File: src/rtl/serial_deserializer16.sv
// serial_deserializer16: one-bit-per-handshake receiver assembling WIDTH-bit words onto a valid/ready output.
module serial_deserializer16 #(
  parameter int WIDTH     = 16,
  parameter int CNT_W     = 4,
  parameter int MSB_FIRST = 0
) (
  input  logic             i_clk,
  input  logic             i_rst_n,
  input  logic             i_sin,
  input  logic             i_sin_valid,
  output logic             o_sin_ready,
  input  logic             i_flush,
  output logic [WIDTH-1:0] o_pout,
  output logic             o_pout_valid,
  input  logic             i_pout_ready,
  output logic [CNT_W-1:0] o_bit_cnt,
  output logic             o_busy
);
  typedef enum logic {COLLECT, FULL} state_t;
  state_t           r_state;
  logic [WIDTH-1:0] r_acc;
  logic [WIDTH-1:0] w_acc_nxt;
  logic [CNT_W-1:0] w_idx;
  logic             w_accept;
  logic             w_free;
  logic             w_last;
  logic             w_drain;
  assign o_sin_ready = i_rst_n & (r_state == COLLECT);
  assign w_accept    = i_sin_valid & o_sin_ready & ~i_flush;
  assign w_free      = ~o_pout_valid | i_pout_ready;
  assign w_last      = w_accept & (o_bit_cnt == CNT_W'(WIDTH - 1));
  assign w_drain     = (r_state == FULL) & w_free & ~i_flush;
  assign w_idx       = (MSB_FIRST != 0) ? CNT_W'(WIDTH - 1) - o_bit_cnt : o_bit_cnt;
  assign o_busy      = (o_bit_cnt != '0) | (r_state == FULL);
  always_comb begin
    w_acc_nxt        = r_acc;
    w_acc_nxt[w_idx] = i_sin;
  end
  always_ff @(posedge i_clk) begin
    if (!i_rst_n) begin
      r_state      <= COLLECT;
      o_bit_cnt    <= '0;
      r_acc        <= '0;
      o_pout       <= '0;
      o_pout_valid <= 1'b0;
    end else begin
      if (i_flush) begin
        r_state   <= COLLECT;
        o_bit_cnt <= '0;
        r_acc     <= '0;
      end else if (w_drain) begin
        r_state <= COLLECT;
        r_acc   <= '0;
      end else if (w_accept) begin
        o_bit_cnt <= w_last ? '0 : o_bit_cnt + 1'b1;
        r_acc     <= (w_last & w_free) ? '0 : w_acc_nxt;
        if (w_last & ~w_free) r_state <= FULL;
      end
      // a new word loading in the same cycle as a handshake keeps pout_valid high
      if (w_drain | (w_last & w_free)) begin
        o_pout       <= w_drain ? r_acc : w_acc_nxt;
        o_pout_valid <= 1'b1;
      end else if (i_pout_ready) begin
        o_pout_valid <= 1'b0;
      end
    end
  end
endmodule
File: config.mk
export PLATFORM = sky130hd
export DESIGN_NAME = serial_deserializer16
export DESIGN_NICKNAME = d
export VERILOG_FILES = /design/src/rtl/serial_deserializer16.sv
export SDC_FILE = /design/constraint.sdc
export NUM_CORES = 1
export LEC_CHECK = 0
export ABC_AREA = 1
export CAP_MARGIN = 15
export CORE_UTILIZATION = 35
export CTS_CLUSTER_SIZE = 40
export DETAILED_ROUTE_END_ITERATION = 16
export PLACE_DENSITY_LB_ADDON = 0.05
export REMOVE_ABC_BUFFERS = 1
export SKIP_LAST_GASP = 1
export SLEW_MARGIN = 20
export SYNTH_ARGS = -nofsm -noshare
export SYNTH_HDL_FRONTEND = slang
export SYNTH_SLANG_ARGS = --single-unit
export TNS_END_PERCENT = 20
File: constraint.sdc
create_clock -name i_clk -period 4.2 [get_ports i_clk]
set_input_delay 0.42 -clock i_clk [delete_from_list [all_inputs] [get_ports i_clk]]
set_output_delay 0.42 -clock i_clk [all_outputs]
set_load 0.005 [all_outputs]
==> results.ini <==
[status]
status = completed

[clock_tree]
cts_tree = done
cts.sinks = 38
cts_resized = 0
post_cts_buffers = 0
worstSkewPairLatency_ns = 0.29
hold_buffers = 0
cts.reportedPaths.clkPinSlew_ns = 0.08
cts_root_buf = clkbuf_8
cts_buffers = 5
h-tree-depth = 2
cts_max_path_buffers = 2

[worst_setup_path]
path_class = in -> reg
path_max_fanout = 33
crit_path_start_kind = primary input
crit_slowest_cell = nand3_4
critPathTopFamily = simple AND/OR/NAND/NOR gates
crit_path_end_kind = register
critical_path_arrival_ns = 2.68
path_cells = clkdlybuf4s50_1, clkinv_2, nand2_2, nor2_8, nand3_4, nand2_4, nand2_1, a21oi_1
crit_required_ns = 4.43
path_buf_inv = 2
critPathMaxStageDelay_ns = 0.43

[synth]
synth-seq-cells = 38
yosysSeqAreaShare = 0.338
yosys-top-cells-area = dfxtp_1 34%, nand3_1 13%, nand2_1 10%
synth_top_cells_by_count = 62 x nand2_1, 59 x nand3_1, 38 x dfxtp_1
synthArstFlopShare = 0
synth_area_sq_um = 2250
yosysTopAreaCell = dfxtp_1
synth_cell_types = 30
synth_edf_count = 0
synth_most_common_cell = nand2_1
syn_inst = 319
yosys_warnings = 0
synth.top_cell.area_share = 0.338
synthFlopType = dfxtp_1
synth_area_per_cell_sq_um = 7.05

[drt]
drt-total-wl_microns = 6270
drt_iter0_drc = 144
viasPerCell = 5.36
drc_errors = 0
first_pass_iters = 4
num_vias = 2194
ant_nets = 0
wire_per_inst_microns = 15.3

[final_layout]
n_fill_cell = 641
layout-drive-gt1-share = 0.123
final_nets = 343
fin_area_sq_um = 2600
area_growth_pct = 15.7
antenna_cells = 0

[floorplan]
initial_core_util = 0.371
fp-row-count = 28
pin_count = 29
die_x_microns = 82.2
die_y_microns = 82.2
core_sq_um = 6060
dieArea_sq_um = 6750

[placement]
port_buffers = 28
dpl_cell_area_sq_um = 2510
dpl.hpwl_microns = 3890
globalplace.congestion = 0.745

[sta]
final.setup_skew_ns = 0.00751
setup_viol = 0
worst_slew_pin_slew_ns = 0.706
clock.fmax_mhz = 409
max-slew-margin-rel = 0.528
setup-tns-final_ns = 0
slew_violations = 0
period_minus_slack_ns = 2.45
rsz0062_at_grt = no
hold_violations = 0
fin_crit_sh = 0.582

[hold_path]
hp-class = reg -> reg

[pwr]
power_leakage_nw = 0.952
power_density_nw_per_um2 = 259
total_power_uw = 675
vdd_drop_max_uv = 133

[global_routing]
first_global_vias = 2051
antenna_found_initial = 0
grt_max_degree = 34
grt_first_pass_wirelength_microns = 10700
gr-total-overflow = 0
grtUsageTotal = 0.211

[flow_run]
cap_violations = 0

## routing by layer
| metal | up-vias | global-route usage | share of wire |
|---|---|---|---|
| met1 | 1029 | 0.300 | 0.50 |
| met4 | 0 | 0.0474 | 0.0072 |
| met5 | - | 0 | 0 |
| met3 | 5 | 0.0440 | 0.032 |
| li1 | 1118 | - | - |
| met2 | 42 | 0.326 | 0.46 |
## state kept, by name, summed over array words and instances, names as in the netlist
register and cells:
o_pout 16, r_acc 16, o_bit_cnt 4, o_pout_valid 1, r_state 1
## area by class of cell
class | instances | area, sq um | share of cell area
sequential | 38 | 761 | 0.292
clock inverter | 1 | 5.00 | 0.00192
tap | 75 | 93.8 | 0.0361
multi-input combinational | 225 | 1220 | 0.471
inverter | 31 | 120 | 0.0462
timing repair buffer | 32 | 310 | 0.119
clock buffer | 7 | 86.3 | 0.0332
## cells by family (layout without fill, tap and decap cells)
group | after synthesis | in the layout | share of synthesized area
simple gates | 180 | 180 | 0.415
flops | 38 | 38 | 0.338
compound gates | 40 | 40 | 0.104
buf+inv | 56 | 71 | 0.117
xor+xnor | 1 | 1 | 0.00390
fa+ha+maj | 4 | 4 | 0.0223
## tightest hold or removal path: cells and delay by family (launching register included)
kind,cells,cell delay (ns)
DFF,1,0.31
AOI/OAI and AO/OA,1,0.06
and+or+nand+nor,1,0.07
## layout by cell type (no fill, tap or decap), types with 2 or more instances in the layout
cell type / count
dfxtp_1: 38
nand3_2: 2
nand4_1: 36
nand2_4: 2
clkinv_1: 2
inv_1: 26
buf_4: 4
nand2_1: 62
nand2_2: 11
nand3_1: 59
clkinv_2: 2
a21oi_2: 9
o21ai_0: 3
clkdlybuf4s50_1: 28
clkbuf_8: 6
nor2_1: 3
ha_1: 4
a21oi_1: 27
## worst paths after layout
path | startpoint | end | slack [ns] | depth (start not counted)
max | i_flush | o_pout[8]$_SDFFE_PN0P_ | 1.75 | 8
min | o_pout[5]$_SDFFE_PN0P_ | o_pout[5]$_SDFFE_PN0P_ | 0.48 | 2
min reg2reg | o_pout[5]$_SDFFE_PN0P_ | o_pout[5]$_SDFFE_PN0P_ | 0.48 | 2
max reg2reg | r_state$_SDFFE_PP0P_ | o_pout[8]$_SDFFE_PN0P_ | 1.87 | 8
## power breakdown
group          total, mW  leakage (nW)  switching, mW  internal, mW
combinational     0.0427         0.598         0.0296        0.0132
clock              0.271        0.0482          0.138         0.133
sequential         0.362         0.306       0.000935         0.361
## through the flow
stage	hold slack (ns)	setup slack, ns	utilization	instances
global placement	0.471	1.46	0.414	401
floorplan	0.459	2.35	-	294
detailed placement	0.475	1.44	0.414	401
global route	0.499	1.52	0.429	409
CTS	0.486	1.74	0.429	409
finish	0.485	1.75	0.429	409
Note: power is estimated with default switching activity, not from simulation.
